File: src/rtl/icache_responder.sv
// icache_responder: direct-mapped, read-only instruction cache answering
// fetch requests.
//
// Hits are answered one edge after the request. A miss refills the whole
// line from memory, one outstanding word at a time, then answers with the
// requested word.
//
// Ports:
//   clk_i, rst_ni     clock and asynchronous active-low reset
//   icache_rd_i/pc_i  fetch request (pc bit 0 ignored)
//   icache_valid_o    one-cycle response pulse
//   icache_instr_o    returned instruction, held until the next response
//   icache_rsp_pc_o   halfword-aligned pc of the answered request
//   icache_busy_o     refill in progress; requests are ignored
//   flush_i           invalidate every line
//   mem_rd_o/addr_o   memory word request
//   mem_valid_i/data_i memory word return
module icache_responder #(
  parameter int unsigned ADDR_W = 16,
  parameter int unsigned DATA_W = 16,
  parameter int unsigned LINES  = 8,
  parameter int unsigned WORDS  = 4
) (
  input  logic              clk_i,
  input  logic              rst_ni,
  input  logic              icache_rd_i,
  input  logic [ADDR_W-1:0] icache_pc_i,
  output logic              icache_valid_o,
  output logic [DATA_W-1:0] icache_instr_o,
  output logic [ADDR_W-1:0] icache_rsp_pc_o,
  output logic              icache_busy_o,
  input  logic              flush_i,
  output logic              mem_rd_o,
  output logic [ADDR_W-1:0] mem_addr_o,
  input  logic              mem_valid_i,
  input  logic [DATA_W-1:0] mem_data_i
);

  localparam int unsigned OFF_W   = $clog2(WORDS);
  localparam int unsigned IDX_W   = $clog2(LINES);
  localparam int unsigned TAG_LSB = 1 + OFF_W + IDX_W;
  localparam int unsigned TAG_W   = ADDR_W - TAG_LSB;

  typedef enum logic {
    ST_IDLE,
    ST_REFILL
  } state_e;

  // Line storage; contents are only meaningful where valid_q is set.
  logic [DATA_W-1:0] data_mem [LINES][WORDS];
  logic [TAG_W-1:0]  tag_mem  [LINES];

  state_e            state_q, state_d;
  logic [LINES-1:0]  valid_q, valid_d;
  logic [OFF_W-1:0]  cnt_q, cnt_d;
  logic [ADDR_W-1:0] pc_q, pc_d;
  logic              flushed_q, flushed_d;
  logic [DATA_W-1:0] capt_q, capt_d;
  logic              rsp_valid_q, rsp_valid_d;
  logic [DATA_W-1:0] instr_q, instr_d;
  logic [ADDR_W-1:0] rsp_pc_q, rsp_pc_d;
  logic              busy_q, busy_d;
  logic              mem_rd_q, mem_rd_d;
  logic [ADDR_W-1:0] mem_addr_q, mem_addr_d;

  logic              fill_we_c;
  logic              tag_we_c;
  logic              hit_c;
  logic              last_beat_c;

  // Request address fields.
  logic [OFF_W-1:0]  req_off;
  logic [IDX_W-1:0]  req_idx;
  logic [TAG_W-1:0]  req_tag;
  logic [ADDR_W-1:0] req_pc;

  // Fields of the latched miss address.
  logic [OFF_W-1:0]  lat_off;
  logic [IDX_W-1:0]  lat_idx;
  logic [TAG_W-1:0]  lat_tag;

  // Bit 0 of the pc carries no information for halfword instructions.
  logic              unused_pc0;

  assign unused_pc0 = icache_pc_i[0];

  assign req_off = icache_pc_i[OFF_W:1];
  assign req_idx = icache_pc_i[OFF_W+IDX_W:OFF_W+1];
  assign req_tag = icache_pc_i[ADDR_W-1:TAG_LSB];
  assign req_pc  = {icache_pc_i[ADDR_W-1:1], 1'b0};

  assign lat_off = pc_q[OFF_W:1];
  assign lat_idx = pc_q[OFF_W+IDX_W:OFF_W+1];
  assign lat_tag = pc_q[ADDR_W-1:TAG_LSB];

  // A flush on the request edge forces a miss.
  assign hit_c       = valid_q[req_idx] && (tag_mem[req_idx] == req_tag) && !flush_i;
  assign last_beat_c = (cnt_q == OFF_W'(WORDS - 1));

  // Next-state and output logic.
  always_comb begin
    state_d     = state_q;
    valid_d     = valid_q;
    cnt_d       = cnt_q;
    pc_d        = pc_q;
    flushed_d   = flushed_q;
    capt_d      = capt_q;
    rsp_valid_d = 1'b0;
    instr_d     = instr_q;
    rsp_pc_d    = rsp_pc_q;
    busy_d      = busy_q;
    mem_rd_d    = mem_rd_q;
    mem_addr_d  = mem_addr_q;
    fill_we_c   = 1'b0;
    tag_we_c    = 1'b0;

    unique case (state_q)
      ST_IDLE: begin
        if (flush_i) begin
          valid_d = '0;
        end
        if (icache_rd_i) begin
          if (hit_c) begin
            rsp_valid_d = 1'b1;
            instr_d     = data_mem[req_idx][req_off];
            rsp_pc_d    = req_pc;
          end else begin
            state_d    = ST_REFILL;
            pc_d       = req_pc;
            cnt_d      = '0;
            flushed_d  = 1'b0;
            busy_d     = 1'b1;
            mem_rd_d   = 1'b1;
            mem_addr_d = {req_tag, req_idx, {(OFF_W + 1){1'b0}}};
          end
        end
      end

      ST_REFILL: begin
        if (flush_i) begin
          valid_d   = '0;
          flushed_d = 1'b1;
        end
        if (mem_valid_i) begin
          fill_we_c = 1'b1;
          cnt_d     = OFF_W'(cnt_q + 1'b1);
          if (cnt_q == lat_off) begin
            capt_d = mem_data_i;
          end
          if (last_beat_c) begin
            // Final beat: install the line and answer the latched request.
            tag_we_c         = 1'b1;
            valid_d[lat_idx] = !(flushed_q || flush_i);
            rsp_valid_d      = 1'b1;
            instr_d          = (cnt_q == lat_off) ? mem_data_i : capt_q;
            rsp_pc_d         = pc_q;
            mem_rd_d         = 1'b0;
            busy_d           = 1'b0;
            flushed_d        = 1'b0;
            state_d          = ST_IDLE;
          end else begin
            mem_addr_d = {lat_tag, lat_idx, OFF_W'(cnt_q + 1'b1), 1'b0};
          end
        end
      end

      default: begin
        state_d = ST_IDLE;
      end
    endcase
  end

  // Control and output registers.
  always_ff @(posedge clk_i or negedge rst_ni) begin
    if (!rst_ni) begin
      state_q     <= ST_IDLE;
      valid_q     <= '0;
      cnt_q       <= '0;
      pc_q        <= '0;
      flushed_q   <= 1'b0;
      capt_q      <= '0;
      rsp_valid_q <= 1'b0;
      instr_q     <= '0;
      rsp_pc_q    <= '0;
      busy_q      <= 1'b0;
      mem_rd_q    <= 1'b0;
      mem_addr_q  <= '0;
    end else begin
      state_q     <= state_d;
      valid_q     <= valid_d;
      cnt_q       <= cnt_d;
      pc_q        <= pc_d;
      flushed_q   <= flushed_d;
      capt_q      <= capt_d;
      rsp_valid_q <= rsp_valid_d;
      instr_q     <= instr_d;
      rsp_pc_q    <= rsp_pc_d;
      busy_q      <= busy_d;
      mem_rd_q    <= mem_rd_d;
      mem_addr_q  <= mem_addr_d;
    end
  end

  // Data and tag arrays need no reset: the valid bits gate every use.
  always_ff @(posedge clk_i) begin
    if (fill_we_c) begin
      data_mem[lat_idx][cnt_q] <= mem_data_i;
    end
    if (tag_we_c) begin
      tag_mem[lat_idx] <= lat_tag;
    end
  end

  assign icache_valid_o  = rsp_valid_q;
  assign icache_instr_o  = instr_q;
  assign icache_rsp_pc_o = rsp_pc_q;
  assign icache_busy_o   = busy_q;
  assign mem_rd_o        = mem_rd_q;
  assign mem_addr_o      = mem_addr_q;

endmodule

File: config.mk
export PLATFORM = sky130hd
export DESIGN_NAME = icache_responder
export DESIGN_NICKNAME = d
export VERILOG_FILES = /design/src/rtl/icache_responder.sv
export SDC_FILE = /design/constraint.sdc
export NUM_CORES = 1
export LEC_CHECK = 0
export ABC_AREA = 0
export CORE_ASPECT_RATIO = 1.5
export CORE_MARGIN = 3
export CORE_UTILIZATION = 50
export DETAILED_ROUTE_END_ITERATION = 16
export PLACE_DENSITY = 0.67
export SYNTH_ARGS = -nofsm -noshare
export SYNTH_HDL_FRONTEND = slang
export SYNTH_SLANG_ARGS = --single-unit
File: constraint.sdc
create_clock -name clk_i -period 3.3 [get_ports clk_i]
set_input_delay 0.99 -clock clk_i [delete_from_list [all_inputs] [get_ports clk_i]]
set_output_delay 0.99 -clock clk_i [all_outputs]
set_load 0.01 [all_outputs]
==> metrics.yaml <==
outcome: "finished clean"
first_global_vias: 15763
placedInstanceArea_um2: 30660
cts_root_buffer: "sky130_fd_sc_hd__clkbuf_16"
asyncSetResetFlopFracSynth: 0.1332
path_class: "input port to register"
drv.max_cap_violation_count: 0
report.final.hold_viol_count: 0
hp-class: "input port to asynchronous set/reset pin"
layout_commonest_cell: "sky130_fd_sc_hd__edfxtp_1"
power_per_cell_area_nw_per_um2: 679.6
insertedDiodeCount: 0
worst_pin_slew_ns: 0.8512
timing.final.crit_share: 0.9786
syn_inst: 1513
fp.dieArea_um2: 58360
cts_htree_levels: 2
drt_first_iter_violations: 1395
placer_congestion: 0.8304
post_drt_via_cell_ratio: 6.213
layout.cells.most_common_list: "592 x sky130_fd_sc_hd__edfxtp_1, 132 x sky130_fd_sc_hd__mux4_2, 121 x sky130_fd_sc_hd__buf_4, 91 x sky130_fd_sc_hd__mux2i_1, 90 x sky130_fd_sc_hd__dfrtp_1"
wire_length_of_the_first_global_routing_pass_mm: 104.1
yosys_warnings: 0
die_width_um: 198.2
worstSetupStartpointType: "input port"
vias: 15316
clockPowerShare: 0.302
setup.worst_path.end_class: "register"
cts_made_buffers: 59
post_drt_wl_per_cell_um: 28.75
largest_net_degree_at_the_start_of_global_routing: 58
peak_supply_drop_v: 0.0004449
nets: 1761
final_period_minus_worst_setup_slack_ns: 3.229
grt_overflow: 0
grt_antenna_before_repair: 0
internal_power_uw: 16080
cts_hold_buffers: 0
ctsLongestPathBuffers: 3
postSynthRegisterBits: 683
first_pass_iters: 6
avgSynthCellArea_um2: 18.32
timing.critical_path.arrival_ns: 3.72
yosys.cell_types.count: 56
cp.required_ns: 3.79
clkSlewWorstSetupHoldPaths_ns: 0.07
drt.antenna.violating_nets: 0
std_cell_rows: 105
seq_power_share: 0.497
detailedPlace.worstSlack_ns: -0.6945
grt_setup_unrepaired: "false"
achievable-frequency_mhz: 309.7
netSwitchingPower_uw: 6167
area.growth.synth_to_final_pct: 18.10
synth_area_um2: 27720
synth-edff-count: 592
initial_utilization: 0.5060
drive_gt1_frac: 0.2701
tritoncts: "done"
io-pin-count: 88
p_sw_frac: 0.2772
placedCellCount: 2347
port_buffer_cells: 84
power.static_leakage_uw: 0.01126
finalMaxSlewViolations: 0
drt-total-wl_mm: 70.86
coreArea_um2: 54780
worst-path-max-fanout: 15
comb_power_share: 0.201
post-route-worst-setup-slack_ns: 0.07058
area_of_all_placed_cells_without_fillers_um2: 32740
seq_area_frac_synth: 0.7235
drc: 0
global_route_usage_over_all_layers: 0.2453
chipHeight_um: 294.4
dp.final_hpwl_mm: 43.62
finalClockSkew_ns: 0.03561
clock_sink_count: 683
worst_skew_pair.late_latency_ns: 0.61
final_cells: 2465
max-slew-margin-rel: 0.4325
yosys_most_used_dff: "sky130_fd_sc_hd__edfxtp_1"
finalSetupViolCount: 0
path summary, 6_finish.rpt:
path / from / end / slack, ns / depth (start not counted)
setup / recovery: icache_pc_i[4] / pc_q[4] / 0.07 / 12
hold / removal: rst_ni / icache_rsp_pc_o[8] / 0.40 / 1
setup reg to reg: tag_mem[7][8] / pc_q[4] / 0.29 / 11
hold reg to reg: capt_q[2] / capt_q[2] / 0.51 / 1
max in group asynchronous: rst_ni / mem_addr_o[14] / 2.20 / 2
min in group clk_i: capt_q[2] / capt_q[2] / 0.51 / 1
sequential cells by signal (all words and copies together), names as in the netlist:
signal	cells
data_mem	512
tag_mem	80
capt_q	16
icache_instr_o	16
icache_rsp_pc_o	15
mem_addr_o	15
pc_q	15
valid_q	8
cnt_q	2
flushed_q	1
icache_valid_o	1
mem_rd_o	1
state_q	1
what timing repair did:
item / 4_1_cts / 5_1_grt
resized for setup: 23 / 3
pin swaps: 3 / 2
endpoints found under the setup margin: 16 / 31
setup buffers: 3 / 2
gates cloned: 3 / 0
endpoints found under the hold margin: 0 / 0
area by class of cell:
class / count / area (µm²)
fillers: 3921 / 22050
flip-flops and latches: 683 / 20060
multi-input cells: 724 / 7293
repair buffers: 248 / 2641
clock buffers: 81 / 1590
well taps: 695 / 869.6
clock inverters: 30 / 270.3
inverters: 4 / 15.01
power groups by stage:
stage / registers, µW / logic [µW] / clock network [µW]
after detailed placement: 11200 / 4380 / 0
final: 11100 / 4470 / 6720
after global routing: 11100 / 4760 / 7160
after global placement: 11200 / 4280 / 0
after floorplan: 10900 / 2470 / 0
after CTS: 11000 / 4500 / 6840
metrics by stage:
stage	util	hold slack [ns]	power, µW	setup TNS, ns
after floorplan	-	0.4767	13410	-6.265
after global placement	0.5597	0.4850	15440	-33.10
after detailed placement	0.5597	0.4958	15600	-33.71
after CTS	0.5972	0.4067	22380	-0.09051
after global routing	0.5975	0.4421	23040	0
final	0.5975	0.4016	22250	0
cell families after synthesis:
family,after synthesis,synth area share
mux,300,0.1725
fa+ha+maj,4,0.001806
other cells,1,0.0001353
buf+inv,107,0.01702
simple gates,246,0.04180
flops,683,0.7235
compound gates,163,0.04045
xor+xnor,9,0.002844
layer usage:
| metal | GRT usage | routed length, µm | vias up |
|---|---|---|---|
| met5 | 0 | 0 | - |
| met4 | 0.1156 | 3851 | 0 |
| met3 | 0.03259 | 4402 | 153 |
| met2 | 0.4294 | 36910 | 598 |
| met1 | 0.3029 | 25690 | 8040 |
| li1 | - | - | 6525 |
critical path, cell delays in order:
cell                       delay [ns]
sky130_fd_sc_hd__buf_12          0.12
sky130_fd_sc_hd__buf_12          0.13
sky130_fd_sc_hd__mux2i_1         0.11
sky130_fd_sc_hd__mux4_2          0.50
sky130_fd_sc_hd__xnor2_2         0.16
sky130_fd_sc_hd__o21bai_4        0.17
sky130_fd_sc_hd__or4_4           0.59
sky130_fd_sc_hd__buf_4           0.17
sky130_fd_sc_hd__buf_4           0.13
sky130_fd_sc_hd__o21a_1          0.21
sky130_fd_sc_hd__buf_12          0.16
sky130_fd_sc_hd__mux2_2          0.27
cells in the mapped netlist, types with 4 or more instances:
library cell | instances | area, µm²
sky130_fd_sc_hd__a22oi_1 | 40 | 300.3
sky130_fd_sc_hd__o22ai_1 | 4 | 25.02
sky130_fd_sc_hd__nand2b_1 | 4 | 25.02
sky130_fd_sc_hd__or3_1 | 10 | 62.56
sky130_fd_sc_hd__mux2_2 | 68 | 765.7
sky130_fd_sc_hd__mux4_2 | 132 | 2973
sky130_fd_sc_hd__ha_1 | 4 | 50.05
sky130_fd_sc_hd__mux2_4 | 8 | 120.1
sky130_fd_sc_hd__o22a_1 | 11 | 96.34
sky130_fd_sc_hd__o21ai_0 | 37 | 185.2
sky130_fd_sc_hd__a31oi_1 | 15 | 93.84
sky130_fd_sc_hd__buf_1 | 12 | 45.04
sky130_fd_sc_hd__o311ai_0 | 15 | 131.4
sky130_fd_sc_hd__nand4_1 | 27 | 168.9
sky130_fd_sc_hd__inv_1 | 4 | 15.01
sky130_fd_sc_hd__clkbuf_1 | 62 | 232.7
sky130_fd_sc_hd__nor2b_1 | 8 | 50.05
sky130_fd_sc_hd__dfrtp_1 | 91 | 2277
sky130_fd_sc_hd__a211oi_1 | 5 | 37.54
sky130_fd_sc_hd__mux2i_1 | 91 | 910.9
sky130_fd_sc_hd__a21oi_1 | 16 | 80.08
sky130_fd_sc_hd__xnor2_1 | 5 | 43.79
sky130_fd_sc_hd__buf_2 | 20 | 100.1
sky130_fd_sc_hd__edfxtp_1 | 592 | 17780
sky130_fd_sc_hd__nor2_1 | 54 | 202.7
sky130_fd_sc_hd__nand3_1 | 30 | 150.1
sky130_fd_sc_hd__and3_1 | 6 | 37.54
sky130_fd_sc_hd__xor2_1 | 4 | 35.03
sky130_fd_sc_hd__nand2_1 | 90 | 337.8
sky130_fd_sc_hd__buf_4 | 7 | 52.55
Power figures use the tool's default switching activity.
